## config.mk

```make
export PLATFORM = sky130hd
export DESIGN_NAME = acc_ctl_fsm
export DESIGN_NICKNAME = d
export VERILOG_FILES = /design/src/rtl/acc_pkg.sv /design/src/rtl/acc_pivot_alu.sv /design/src/rtl/acc_ctl_fsm.sv
export SDC_FILE = /design/constraint.sdc
export NUM_CORES = 1
export LEC_CHECK = 0
export BUFFER_PORTS_ARGS = -buffer_cell sky130_fd_sc_hd__clkbuf_2
export CAP_MARGIN = 20
export CORE_MARGIN = 3
export CORE_UTILIZATION = 40
export DETAILED_ROUTE_END_ITERATION = 8
export PLACE_DENSITY_LB_ADDON = 0.25
export SETUP_SLACK_MARGIN = 0.4
export SLEW_MARGIN = 5
export SYNTH_ARGS = -nofsm -noshare
export SYNTH_HDL_FRONTEND = slang
export SYNTH_SLANG_ARGS = --single-unit
export TNS_END_PERCENT = 50
```

## constraint.sdc

```tcl
create_clock -name clk_i -period 10.4 [get_ports clk_i]
set_clock_uncertainty 0.15 [all_clocks]
set_input_delay 0 -clock clk_i [delete_from_list [all_inputs] [get_ports clk_i]]
set_output_delay 0 -clock clk_i [all_outputs]
set_load 0.02 [all_outputs]
```

## src/rtl/acc_pkg.sv

```systemverilog
// Shared types for the accelerator offload controller (acc_ctl_fsm) and its pivot ALU.
// The optional illegal-opcode pulse is enabled by defining ACC_CTL_ERR_EN.
package acc_pkg;

  typedef logic [4:0]  reg_addr_t;
  typedef logic [31:0] data_t;

  typedef enum logic [3:0] {
    OP_NOP     = 4'd0,
    OP_FABS    = 4'd1,
    OP_FNEG    = 4'd2,
    OP_FMAXABS = 4'd3,
    OP_FMINABS = 4'd4,
    OP_PIVIDX  = 4'd5
  } acc_op_e;

  // op is kept as raw bits so the illegal encodings 6..15 stay representable
  typedef struct packed {
    logic [3:0]      op;
    reg_addr_t       rd;
    reg_addr_t [2:0] rs;
  } acc_instr_t;

  typedef enum logic [1:0] {
    ST_IDLE  = 2'd0,
    ST_READ  = 2'd1,
    ST_EXEC  = 2'd2,
    ST_WRITE = 2'd3
  } acc_ctl_state_e;

  localparam data_t SIGN_MASK = 32'h8000_0000;

  function automatic logic op_reads(input logic [3:0] op);
    return (op >= 4'd1) && (op <= 4'd5);
  endfunction

  function automatic logic op_illegal(input logic [3:0] op);
    return op > 4'd5;
  endfunction

endpackage

```

## src/rtl/acc_pivot_alu.sv

```systemverilog
// Combinational pivot-selection ALU on IEEE-754 single bit patterns.
// Magnitude compares use bits [30:0] as unsigned; ties resolve to the lowest index.
module acc_pivot_alu
  import acc_pkg::*;
(
  input  logic [3:0]  op,
  input  data_t [2:0] operands,
  output data_t       result,
  output logic        illegal
);

  logic [30:0] mag0;
  logic [30:0] mag1;
  logic [30:0] mag2;
  logic [30:0] max01_mag;
  logic [30:0] min01_mag;
  logic [1:0]  max01_idx;
  logic [1:0]  min01_idx;
  logic [1:0]  max_idx;
  logic [1:0]  min_idx;
  data_t       max_val;
  data_t       min_val;

  assign mag0 = operands[0][30:0];
  assign mag1 = operands[1][30:0];
  assign mag2 = operands[2][30:0];

  // Strict compares keep the earlier operand on a tie.
  always_comb begin
    max01_idx = (mag1 > mag0) ? 2'd1 : 2'd0;
    max01_mag = (mag1 > mag0) ? mag1 : mag0;
    max_idx   = (mag2 > max01_mag) ? 2'd2 : max01_idx;
    min01_idx = (mag1 < mag0) ? 2'd1 : 2'd0;
    min01_mag = (mag1 < mag0) ? mag1 : mag0;
    min_idx   = (mag2 < min01_mag) ? 2'd2 : min01_idx;
    max_val   = (max_idx == 2'd2) ? operands[2] :
                ((max_idx == 2'd1) ? operands[1] : operands[0]);
    min_val   = (min_idx == 2'd2) ? operands[2] :
                ((min_idx == 2'd1) ? operands[1] : operands[0]);
  end

  always_comb begin
    result  = 32'd0;
    illegal = 1'b0;
    case (op)
      OP_NOP:     result = 32'd0;
      OP_FABS:    result = {1'b0, operands[0][30:0]};
      OP_FNEG:    result = operands[0] ^ SIGN_MASK;
      OP_FMAXABS: result = max_val;
      OP_FMINABS: result = min_val;
      OP_PIVIDX:  result = {30'd0, max_idx};
      default: begin
        result  = 32'd0;
        illegal = 1'b1;
      end
    endcase
  end

endmodule

```

## src/rtl/acc_ctl_fsm.sv

```systemverilog
// Accelerator-side offload controller: accept, operand read, single-cycle execute, writeback.
// Define ACC_CTL_ERR_EN to add the err_o illegal-opcode pulse.
module acc_ctl_fsm
  import acc_pkg::*;
(
  input  logic            clk_i,
  input  logic            rst_i,
  input  acc_instr_t      acc_instr_i,
  input  logic            acc_instr_valid_i,
  output logic            ready_o,
  output logic            busy_o,
  output reg_addr_t [2:0] raddr_o,
  output logic            rready_o,
  input  data_t [2:0]     rdata_i,
  input  logic            rvalid_i,
  output reg_addr_t       waddr_o,
  output data_t           wdata_o,
  output logic            wren_o,
  input  logic            wready_i
`ifdef ACC_CTL_ERR_EN
  ,
  output logic            err_o
`endif
);

  acc_ctl_state_e state;
  logic [3:0]     op_q;
  reg_addr_t      rd_q;
  data_t [2:0]    operands;
  data_t          alu_result;
  logic           alu_illegal;
  logic           writes;

  acc_pivot_alu u_alu (
    .op       (op_q),
    .operands (operands),
    .result   (alu_result),
    .illegal  (alu_illegal)
  );

  assign ready_o = (state == ST_IDLE);
  assign busy_o  = ~ready_o;
  assign writes  = ~alu_illegal && (op_q != 4'd0) && (rd_q != 5'd0);

  // Controller state and all registered handshake outputs.
  always_ff @(posedge clk_i or posedge rst_i) begin
    if (rst_i) begin
      state    <= ST_IDLE;
      op_q     <= 4'd0;
      rd_q     <= 5'd0;
      operands <= '0;
      raddr_o  <= '0;
      rready_o <= 1'b0;
      waddr_o  <= 5'd0;
      wdata_o  <= 32'd0;
      wren_o   <= 1'b0;
`ifdef ACC_CTL_ERR_EN
      err_o    <= 1'b0;
`endif
    end else begin
      case (state)
        ST_IDLE: begin
          if (acc_instr_valid_i) begin
            op_q <= acc_instr_i.op;
            rd_q <= acc_instr_i.rd;
            if (op_reads(acc_instr_i.op)) begin
              state    <= ST_READ;
              rready_o <= 1'b1;
              raddr_o  <= acc_instr_i.rs;
            end else begin
              // NOP and illegal opcodes skip the operand fetch
              state <= ST_EXEC;
`ifdef ACC_CTL_ERR_EN
              err_o <= op_illegal(acc_instr_i.op);
`endif
            end
          end else begin
            state <= ST_IDLE;
          end
        end
        ST_READ: begin
          if (rvalid_i) begin
            operands <= rdata_i;
            rready_o <= 1'b0;
            state    <= ST_EXEC;
          end else begin
            state <= ST_READ;
          end
        end
        ST_EXEC: begin
          wdata_o <= alu_result;
`ifdef ACC_CTL_ERR_EN
          err_o   <= 1'b0;
`endif
          if (writes) begin
            waddr_o <= rd_q;
            wren_o  <= 1'b1;
            state   <= ST_WRITE;
          end else begin
            state <= ST_IDLE;
          end
        end
        ST_WRITE: begin
          if (wready_i) begin
            wren_o <= 1'b0;
            state  <= ST_IDLE;
          end else begin
            state <= ST_WRITE;
          end
        end
        default: begin
          state    <= ST_IDLE;
          rready_o <= 1'b0;
          wren_o   <= 1'b0;
        end
      endcase
    end
  end

endmodule
```

==> out/metrics.csv <==
stage,metric,value,unit
run_status,status,finished clean,
flow_run,maxCapViolations,0,
final_layout,mostFrequentLayoutCell,clkbuf_2,
sta,setup_slack,3950,ps
logic_synthesis,postSynth.asyncResetShare,1.00,
die,rows,56,
critical_path,cp.arrival,6630,ps
placement,dp_hpwl,19600,um
power,leakagePower,6.26,nW
die,coreArea,23800,um2
sta,fmax,0.155,GHz
logic_synthesis,syn_avg_cell_area,11.1,um2
logic_synthesis,synth_top_cell_by_area,dfrtp_1,
sta,slew_headroom,0.284,
routing,routed_wl,28500,um
placement,io_buffers,180,
logic_synthesis,synth_edf_count,0,
critical_path,worst_path_max_delay_cell,nor3_4,
clock_tree,cts_tree,built,
logic_synthesis,ys_ff_latch,161,
clock_tree,clock_path_buffers,2,
die,fp.dieH,163,um
die,die_area,26500,um2
critical_path,slowest_delay,960,ps
clock_tree,htreeDepth,4,
clock_tree,insertion_delay,430,ps
routing,wl_per_cell,18.8,um
min_path,min-delay-start,acc_instr_valid_i,
critical_path,startpoint_type,flip-flop,
sta,drv_slew,0,
grt,antenna_found_initial,0,
final_layout,syn_to_final_growth,31.1,%
logic_synthesis,synth_nets,1106,
critical_path,endpoint_kind,flip-flop,
logic_synthesis,ys_seq_area_frac,0.409,
final_layout,nFillCells,2103,
critical_path,worst_path_most_repeated_cell,ha_1,
logic_synthesis,yosys-top-cells-area,"dfrtp_1, mux2_2, ha_1",
clock_tree,clkTransAtPathRegs,70,ps
logic_synthesis,ys_types,55,
power,vdd_drop_max,0.205,mV
critical_path,critical_path_required,10570,ps
sta,period_needed,6450,ps
placement,dp_slack,3860,ps
sta,worstMarginPinSlew,1070,ps
grt,grt_overflow,0,
logic_synthesis,synthCells,889,
power,finalPower,4.60,mW
die,io_pins,181,
final_layout,nets,1398,
routing,vias,8254,
final_layout,drive_gt1_frac,0.299,
final_layout,diodes,0,
logic_synthesis,synth_top_cell_area_share,0.409,
die,start_util,0.413,
clock_tree,cts_buffers,17,
routing,drt_iter0_markers,660,
logic_synthesis,yosys_warnings,0,
grt,grt_pass1_wl,45900,um
sta,finalSetupTns,0,ps
critical_path,reg2reg_from,operands[29]$_DFFE_PP0P_,
critical_path,critical_path_peak_fanout,29,
routing,route.detailed.drc,0,
sta,whs,62.8,ps
routing,routed_via_density,5.46,
routing,drtAntennaViolNets,0,
clock_tree,cts_root_buf,clkbuf_16,
critical_path,ff2ff_setup_slack,3950,ps
grt,grt_use_total,0.218,
placement,globalplace.congestion,0.824,
power,p_per_area,356,nW/um2
min_path,min_path_type,primary input to flip-flop,
critical_path,worstPathCellList,inv_1 -> ha_1 -> nand4_1 -> nor2_1 -> a22oi_1 -> o211ai_1 -> o21ai_4 -> buf_4 -> mux2i_1 -> ha_1 -> nand3_1 -> or4_4 -> and4bb_1 -> o21ba_1 -> nor3_4 -> a22o_1 -> a222oi_1 -> o221ai_1,
die,die_w,163,um
clock_tree,clock_sinks,161,
logic_synthesis,synthFlopType,dfrtp_1,
routing,dr.pass1.iters,7,
final_layout,final_cell_mix,"clkbuf_2, dfrtp_1, mux2_2, dlygate4sd3_1, ha_1",
logic_synthesis,syn_area,9850,um2
critical_path,critPathKind,flip-flop to flip-flop,
grt,first_global_vias,8434,
grt,grt_max_degree,76,
sta,rsz0062_at_grt,no,
sta,hold_viol,0,
critical_path,startpoint,operands[29]$_DFFE_PP0P_,
sta,timing.final.crit_share,0.620,
sta,finalSetupViolCount,0,
[kinds of logic after synthesis]
logic type,count (synthesis),synth area share
fa+ha+maj,92,0.117
flops,161,0.409
simple gates,131,0.0652
buf+inv,111,0.0453
xor+xnor,1,0.000889
mux,188,0.207
compound gates,205,0.156
[metrics by stage]
stage               utilization  std cells  instance area (um2)
floorplan                     -        889                 9850
global placement          0.464       1355                11100
detailed placement        0.464       1355                11100
CTS                       0.541       1512                12900
global route              0.542       1513                12900
finish                    0.542       1513                12900
[per-layer routing]
layer / track usage / up-vias / wire length [um]
li1: - / 3953 / -
met1: 0.298 / 3992 / 13000
met2: 0.356 / 279 / 13400
met3: 0.0420 / 30 / 1720
met4: 0.0588 / 0 / 415
met5: 0 / - / 0
[cell type report]
type | count | area [um2] | share of cell area
well taps | 319 | 399 | 0.0309
clock inverters | 13 | 124 | 0.00959
multi-input cells | 617 | 5390 | 0.417
repair buffers | 318 | 2270 | 0.176
flip-flops and latches | 161 | 4030 | 0.312
inverters | 66 | 253 | 0.0196
clock buffers | 19 | 453 | 0.0351
[worst paths after layout]
kind / end / depth (start not counted)
max reg2reg: wdata_o[30]$_DFFE_PP0P_ / 18
min: op_q[0]$_DFFE_PP0P_ / 3
max: wdata_o[30]$_DFFE_PP0P_ / 18
min reg2reg: rready_o$_DFFE_PP0P_ / 2
min in group asynchronous: operands[5]$_DFFE_PP0P_ / 3
max in group asynchronous: operands[21]$_DFFE_PP0P_ / 5
[cell usage after synthesis (all sizes together) (4+ instances only)]
cell type  instances
nand4             15
nor2              23
a21o              16
mux2             125
nand2b             4
a21oi             37
nor3               7
inv               66
clkbuf            32
a222oi            28
o32ai             10
ha                92
o221ai            21
o21ai             30
buf               13
a22o              19
dfrtp            161
nand2             50
mux2i             63
nor4               5
a211oi             9
nand3             12
a31oi              4
o21bai            11
[state kept, by name, indices dropped and copies added, names as in the netlist]
register and cells:
wren_o 1, wdata_o 32, operands 96, op_q 4, raddr_o 15, state 2, rd_q 5, rready_o 1
waddr_o 5
[worst max-delay path, delay by kind of cell, from the launching register on]
kind	cells	cell delay, ps
adder cells (fa/ha/maj)	2	660
flip-flops	1	420
AND/OR/NAND/NOR	6	2280
multiplexers	1	150
buffers and inverters	2	600
AO/OA/AOI/OAI	7	2020
[power breakdown]
group | switching, mW | internal (mW) | leakage (nW)
Combinational | 1.47 | 1.18 | 4.00
Clock | 0.278 | 0.346 | 0.277
Sequential | 0.395 | 0.930 | 1.98
Total | 2.14 | 2.46 | 6.26
[repair_timing]
item / 4_1_cts / 5_1_grt
gates resized for setup: 0 / 0
hold buffers: 125 / 0
setup buffers: 0 / 0
endpoints found under the hold margin: 197 / 0
Power figures use the tool's default switching activity.
